$ cat src/rtl/rca_serial_ctrl_pkg.sv
// Shared types and constants for the byte-serial adder controller.
// The controller walks one 8-bit ripple slice across the operand, one byte per cycle.
package rca_serial_ctrl_pkg;

  localparam int unsigned SLICE_W = 8;

  typedef enum logic [1:0] {
    StIdle = 2'd0,
    StRun  = 2'd1,
    StDone = 2'd2
  } state_e;

  // Ceiling log2, used to size the slice index counter.
  function automatic int unsigned clog2(input int unsigned n);
    int unsigned r;
    int unsigned v;
    r = 0;
    v = (n > 0) ? n - 1 : 0;
    while (v > 0) begin
      r++;
      v = v >> 1;
    end
    return r;
  endfunction

endpackage

$ cat src/rtl/rca_serial_ctrl_slice.sv
// Purely combinational 8-bit ripple-carry adder slice.
// Reused once per byte by the serial controller.
module rca_serial_ctrl_slice
  import rca_serial_ctrl_pkg::*;
(
  input  logic [SLICE_W-1:0] a,
  input  logic [SLICE_W-1:0] b,
  input  logic               cin,
  output logic [SLICE_W-1:0] sum,
  output logic               cout
);

  always_comb begin
    logic carry;
    carry = cin;
    sum   = '0;
    for (int i = 0; i < SLICE_W; i++) begin
      sum[i] = a[i] ^ b[i] ^ carry;
      carry  = (a[i] & b[i]) | (carry & (a[i] ^ b[i]));
    end
    cout = carry;
  end

endmodule

$ cat src/rtl/rca_serial_ctrl.sv
// Byte-serial WIDTH-bit adder: one shared 8-bit slice, registered carry between bytes,
// valid/ready handshakes on operands and result.
module rca_serial_ctrl
  import rca_serial_ctrl_pkg::*;
#(
  parameter int unsigned WIDTH = 32
) (
  input  logic             clk,
  input  logic             rst_n,
  input  logic             in_valid,
  output logic             in_ready,
  input  logic [WIDTH-1:0] a,
  input  logic [WIDTH-1:0] b,
  input  logic             cin,
  output logic             out_valid,
  input  logic             out_ready,
  output logic [WIDTH-1:0] sum,
  output logic             cout,
  output logic             busy
);

  localparam int unsigned NSLICE = WIDTH / SLICE_W;
  localparam int unsigned IDX_W  = (NSLICE > 1) ? clog2(NSLICE) : 1;
  localparam logic [IDX_W-1:0] LAST_IDX = IDX_W'(NSLICE - 1);

  state_e                           state_q;
  logic [IDX_W-1:0]                 idx_q;
  logic [NSLICE-1:0][SLICE_W-1:0]   a_q;
  logic [NSLICE-1:0][SLICE_W-1:0]   b_q;
  logic [NSLICE-1:0][SLICE_W-1:0]   sum_q;
  logic                             carry_q;
  logic                             cout_q;

  logic [SLICE_W-1:0] slice_sum;
  logic               slice_cout;

  rca_serial_ctrl_slice u_slice (
    .a    (a_q[idx_q]),
    .b    (b_q[idx_q]),
    .cin  (carry_q),
    .sum  (slice_sum),
    .cout (slice_cout)
  );

  always_ff @(posedge clk) begin
    if (!rst_n) begin
      state_q <= StIdle;
      idx_q   <= '0;
      a_q     <= '0;
      b_q     <= '0;
      sum_q   <= '0;
      carry_q <= 1'b0;
      cout_q  <= 1'b0;
    end else begin
      case (state_q)
        StIdle: begin
          if (in_valid) begin
            a_q     <= a;
            b_q     <= b;
            carry_q <= cin;
            idx_q   <= '0;
            state_q <= StRun;
          end
        end
        StRun: begin
          sum_q[idx_q] <= slice_sum;
          carry_q      <= slice_cout;
          if (idx_q == LAST_IDX) begin
            cout_q  <= slice_cout;
            idx_q   <= '0;
            state_q <= StDone;
          end else begin
            idx_q <= idx_q + 1'b1;
          end
        end
        StDone: begin
          // Result is held here until the consumer takes it; no new operands accepted.
          if (out_ready) begin
            state_q <= StIdle;
          end
        end
        default: begin
          state_q <= StIdle;
          idx_q   <= '0;
        end
      endcase
    end
  end

  // Gated by rst_n so the producer never sees ready while the block is held in reset.
  assign in_ready  = rst_n && (state_q == StIdle);
  assign out_valid = (state_q == StDone);
  assign busy      = (state_q == StRun) || (state_q == StDone);
  assign sum       = sum_q;
  assign cout      = cout_q;

endmodule

$ cat config.mk
export PLATFORM = sky130hd
export DESIGN_NAME = rca_serial_ctrl
export DESIGN_NICKNAME = d
export VERILOG_FILES = /design/src/rtl/rca_serial_ctrl_pkg.sv /design/src/rtl/rca_serial_ctrl_slice.sv /design/src/rtl/rca_serial_ctrl.sv
export SDC_FILE = /design/constraint.sdc
export NUM_CORES = 1
export LEC_CHECK = 0
export ABC_AREA = 1
export ABC_CLOCK_PERIOD_IN_PS = 5600
export BUFFER_PORTS_ARGS = -buffer_cell sky130_fd_sc_hd__buf_4
export CORE_MARGIN = 5
export CORE_UTILIZATION = 55
export CTS_BUF_LIST = sky130_fd_sc_hd__clkbuf_8
export DETAILED_ROUTE_END_ITERATION = 8
export PLACE_DENSITY = 0.94
export SLEW_MARGIN = 20
export SYNTH_ARGS = -nofsm -noshare
export SYNTH_HDL_FRONTEND = slang
export SYNTH_SLANG_ARGS = --single-unit
export TNS_END_PERCENT = 100
$ cat constraint.sdc
create_clock -name clk -period 5.6 [get_ports clk]
set_clock_uncertainty 0.2 [all_clocks]
set_input_delay 1.12 -clock clk [delete_from_list [all_inputs] [get_ports clk]]
set_output_delay 1.12 -clock clk [all_outputs]
set_load 0.005 [all_outputs]
## Word-level counts from Yosys, hierarchy flattened

Index checks and enable logic that the tools add are counted.

- Flip-flop bits (word level): 102
- Input bits: 69

- $add $sub $neg: 1
- Order comparisons: 2
- Eq/ne operators: 6
- Multiplexer cells: 16
- Bitwise logic cells: 41
- Reduce and logical (&&, ||, !) cells: 10

Operators with widths:

| cell | count |
|---|---|
| 8-bit binary-select mux with 2-bit select | 2 |
| 32-bit bitwise mux | 1 |
| 8-bit two-way mux | 3 |
| 1-bit bitwise AND | 16 |
| 8-bit demux with 2-bit select | 1 |
| 1-bit bitwise XOR | 16 |
| 2-bit one-hot mux with 3 select lines | 2 |
| 2-bit two-way mux | 5 |
| 1-bit OR | 8 |
| 2-bit AND reduction | 4 |
| 2-bit == test, second input constant | 2 |
| 2-bit inequality test, second input constant | 2 |
| 2-bit by 3-bit < comparator with 1-bit output, second input constant | 1 |
| 3-bit AND reduction | 1 |
| 2-bit by 1-bit adder with 2-bit output, second input constant | 1 |
| 2-bit by 1-bit == test with 1-bit output, second input constant | 1 |
| 2-bit by 1-bit >= comparator with 1-bit output, second input constant | 1 |
| 1-bit logical AND | 2 |
| 2-bit zero test | 1 |
| 2-bit by 1-bit inequality test with 1-bit output, second input constant | 1 |
| 1-bit one-hot mux with 2 select lines | 1 |
| 2-bit nonzero test | 1 |
| 1-bit logical OR | 1 |
| 1-bit two-way mux | 1 |
| 1-bit inverter | 1 |

## Depth between registers and ports, before layout

- Word-level depth: 20
- Depth in mapped cells: 19
- Gate-level depth less buffers: 17

## Modules after synthesis

A second synthesis with hierarchy kept.

- Cell total of the unflattened synthesis: 585
- Area total of the unflattened synthesis: 4371.7 sq um

By module, submodules not included:

| module | instances | cells an instance | area an instance (sq um) | seq. area each (sq um) |
|---|---|---|---|---|
| rca_serial_ctrl | 1 | 567 | 4174.0 | 2042.0 |
| rca_serial_ctrl_slice | 1 | 18 | 197.7 | 0.0 |

## Worst setup path before layout

OpenSTA, ideal clock, no wires.

- Kind: flip-flop to flip-flop
- Start point: register idx_q[0]
- End point: register sum_q, in the netlist sum[15]
- Data arrival time: 4056 ps
- Required time: 5329 ps
- Slack: 1274 ps
- Stages on the path, launching flop included: 18
- Buffers on the path: 2
- Path through: dfxtp_1 inv_1 buf_2 buf_2 nor2_1 o22ai_1 fa_1 inv_1 fa_1 inv_1 fa_1 fa_1 fa_1 fa_1 fa_1 inv_1 fa_1 a21oi_1

- Word-level cells in the longest chain between the ends: 19

RTL lines:

| what | RTL line | RTL |
|---|---|---|
| start: declaration | rca_serial_ctrl.sv:27 | `logic [IDX_W-1:0] idx_q;` |
| start signal: assignment | rca_serial_ctrl.sv:73 | `idx_q <= idx_q + 1'b1;` |
| 8-bit binary-select mux with 2-bit select, on equally long branches | rca_serial_ctrl.sv:38, rca_serial_ctrl.sv:39 |  |
| 8-bit two-way mux, on equally long branches | rca_serial_ctrl.sv:38, rca_serial_ctrl.sv:39 |  |
| 1-bit bitwise XOR | rca_serial_ctrl_slice.sv:19 | `carry = (a[i] & b[i]) \| (carry & (a[i] ^ b[i]));` |
| 1-bit bitwise AND | rca_serial_ctrl_slice.sv:19 |  |
| 1-bit OR | rca_serial_ctrl_slice.sv:19 |  |
| 1-bit bitwise AND | rca_serial_ctrl_slice.sv:19 |  |
| 1-bit OR | rca_serial_ctrl_slice.sv:19 |  |
| 1-bit bitwise AND | rca_serial_ctrl_slice.sv:19 |  |
| (+3 left out) | n/a |  |
| 1-bit bitwise AND | rca_serial_ctrl_slice.sv:19 |  |
| 1-bit OR | rca_serial_ctrl_slice.sv:19 |  |
| 1-bit bitwise AND | rca_serial_ctrl_slice.sv:19 |  |
| 1-bit OR | rca_serial_ctrl_slice.sv:19 |  |
| 1-bit bitwise AND | rca_serial_ctrl_slice.sv:19 |  |
| 1-bit OR | rca_serial_ctrl_slice.sv:19 |  |
| 1-bit bitwise XOR | rca_serial_ctrl_slice.sv:18 | `sum[i] = a[i] ^ b[i] ^ carry;` |
| 32-bit bitwise mux (*) | rca_serial_ctrl.sv:66 | `sum_q[idx_q] <= slice_sum;` |
| end signal: indexed assignment | rca_serial_ctrl.sv:66 |  |
| end: declaration | rca_serial_ctrl.sv:30 | `logic [NSLICE-1:0][SLICE_W-1:0] sum_q;` |

Every way passes the cells marked *; elsewhere a longest branch is shown, timed or not. The select of a mux whose other input is x is not followed.
A chain may end at the register's enable or synchronous reset.

## Worst setup path after layout

- Start point: register idx_q[0]
- End point: register sum_q, in the netlist sum[7]

Same word-level chain as after synthesis.

==> metrics.txt <==
post-CTS setup buffers=0; critical path's largest stage delay=460 ps; critical path capture point type=flip-flop; clock slew at reported path FFs=100 ps; CP arrival=4850 ps; vias=4,076; Max Cap Violations=0; initial antenna violation count=0; Mean Syn Cell Area=7.50 µm²; Ys Warns=0; initial core utilization=56.0%; required time of the critical path=5700 ps; status=complete, no violations; Crit path max-delay family=adder cells; vias in the first global route=3,864; post-synthesis sequential area ratio=47.7%; crit-path most repeated cell=fa_1; CTS tree=yes; Synth Instances=571; Slew headroom=39.5%; Die Ht=98.2 µm; grt total ovfl=0; distinct cell type count after synthesis=21; Resized Gates After CTS=0; Total GRT Usage=22.6%; GR Layer Usage met3=5.71%; Routed Antenna Nets=0; Area Overhead vs Synth=21.8%; met1 usage=27.6%; Clock Root Buffer=clkbuf_8; die area=0.00965 mm²; global-route wire length before repair=17.8 mm; Setup Viol. Count Final=0; fraction of layout cells with a size suffix above 1=19.2%; Least-Margin Pin Slew=905 ps; Die W=98.2 µm; CP Buf/Inv Count=5; Sink Count=102; crit path time final=4750 ps; met2 usage=39.2%; pin count of the biggest net entering global routing=104; I/O Pins=105; design area=0.00522 mm²; kind of critical path=reg2reg; routability congestion estimate=0.935; FF+latch count, synth=102; Pwr Density=499 mW/mm²; Core Area=0.00765 mm²; Peak VDD IR=0.000280 V; Slew Limit Fails=0; # rows=32; latest clock arrival within the worst-skew pair=370 ps; CP max FO=24; worst-path cell chain=buf_4, inv_1, o21ai_0, o22ai_1, fa_1, inv_1, fa_1, inv_1, fa_1, fa_1, fa_1, fa_1, fa_1, inv_1, fa_1, a21oi_1; routed vias/inst=5.34; Final Net Count=740; Port Buf Inserts=104; initial drt markers=312; highest-delay cell along the critical path=fa_1; DRC violations left=0; Mapped Area=0.00428 mm²; Syn Nets=655; period utilisation layout=84.8%; clk buf depth=2; Hold/Removal Path Class=reg2reg; hold buffers post-CTS=0; Pre-antenna DRT Iters=5; Num CTS Buffers=9; Lkg Pwr=2.30 nW; number of diodes=0; GR peak layer=met2; Fin Setup TNS=0 ps; CP startpoint kind=flip-flop; Post-Route WL=10.8 mm; RSZ-0062 raised after global routing=no; Post-DP Area=0.00504 mm²; final hold vios=0; DP HPWL=8.13 mm; H-tree levels=3; f_max=211 MHz; wire length per cell=14.2 µm
[worst reg2reg max path, cell delays in order, from the launching register on]
cell and delay (ps):
dfxtp_1 340, buf_4 230, inv_1 230, o21ai_0 210, o22ai_1 120, fa_1 390
inv_1 80, fa_1 180, inv_1 60, fa_1 380, fa_1 400, fa_1 400
fa_1 400, fa_1 380, inv_1 90, fa_1 460, a21oi_1 150
[power breakdown]
group / internal, W / switching (W) / total, W / leakage (nW)
registers: 0.000908 / 0.000105 / 0.00101 / 0.839
clock network: 0.000167 / 0.000262 / 0.000429 / 0.0842
logic: 0.000444 / 0.000718 / 0.00116 / 1.38
[final cells by class]
class / count / area (µm²)
clock buffer: 9 / 124
clock inverter: 7 / 56.3
fill: 613 / 2430
inverter: 23 / 86.3
multi-input combinational: 411 / 1960
sequential: 102 / 2040
tap: 102 / 128
timing repair buffer: 109 / 818
[synth_stat cells]
library cell / instances / share of area, %
nor2_1: 210 / 18
nand2_1: 21 / 1.8
dfxtp_1: 102 / 48
a21oi_1: 17 / 2.0
clkbuf_1: 16 / 1.4
fa_1: 8 / 3.7
ha_1: 7 / 2.0
inv_2: 1 / 0.088
buf_4: 7 / 1.2
clkbuf_2: 1 / 0.12
o22ai_1: 12 / 1.8
clkinv_1: 3 / 0.26
o21ai_0: 125 / 15
o21ai_1: 7 / 0.82
buf_6: 3 / 0.79
nand3_1: 1 / 0.12
nor3_1: 1 / 0.12
buf_2: 8 / 0.94
inv_1: 19 / 1.7
o211a_1: 1 / 0.23
nand2_2: 1 / 0.15
[through the flow]
stage                     setup slack (ps)  std cells  util (%)  power, W  hold slack (ps)
after CTS                              888        763      68.2   0.00259              280
after global routing                   531        763      68.2   0.00280              297
after detailed placement               907        747      65.9   0.00217              265
after global placement                1080        747      65.9   0.00211              257
final                                  852        763      68.2   0.00260              274
after floorplan                       1270        571         -   0.00179              224
[layout by cell type (no fill, tap or decap), types with 2 or more instances in the layout]
| cell type | n |
|---|---|
| a21oi_1 | 17 |
| buf_4 | 109 |
| clkbuf_8 | 9 |
| clkinv_1 | 3 |
| clkinvlp_4 | 3 |
| dfxtp_1 | 102 |
| fa_1 | 8 |
| ha_1 | 7 |
| inv_1 | 19 |
| inv_6 | 2 |
| nand2_1 | 21 |
| nor2_1 | 210 |
| o21ai_0 | 125 |
| o21ai_1 | 7 |
| o22ai_1 | 12 |
[path summary, 6_finish.rpt]
check	start	cells after the start	end	slack [ps]
max	idx_q[0]	16	sum[7]	850
min reg2reg	a_q[7]	2	a_q[7]	270
max reg2reg	idx_q[0]	16	sum[7]	850
min	a_q[7]	2	a_q[7]	270
[state kept, by name (all words and copies together), names as in the netlist]
signal	flops
carry_q	1
state_q	2
a_q	32
idx_q	2
sum	32
b_q	32
cout	1
[kinds of logic (layout without fill, tap and decap cells)]
logic type	count (synthesis)	count (layout)	share of synthesized area, %
flip-flops	102	102	47.7
AO/OA/AOI/OAI	162	162	19.4
AND/OR/NAND/NOR	234	234	20.6
buffers and inverters	58	148	6.49
adder cells (fa/ha/maj)	15	15	5.79
[routing by layer]
| metal | part of all wire [%] | wire, µm | up-vias |
|---|---|---|---|
| li1 | - | - | 2017 |
| met1 | 41 | 4400 | 1857 |
| met2 | 50 | 5370 | 180 |
| met3 | 7.5 | 812 | 22 |
| met4 | 2.0 | 216 | 0 |
| met5 | 0 | 0 | - |
No activity file was read; power rests on OpenSTA's default activity.
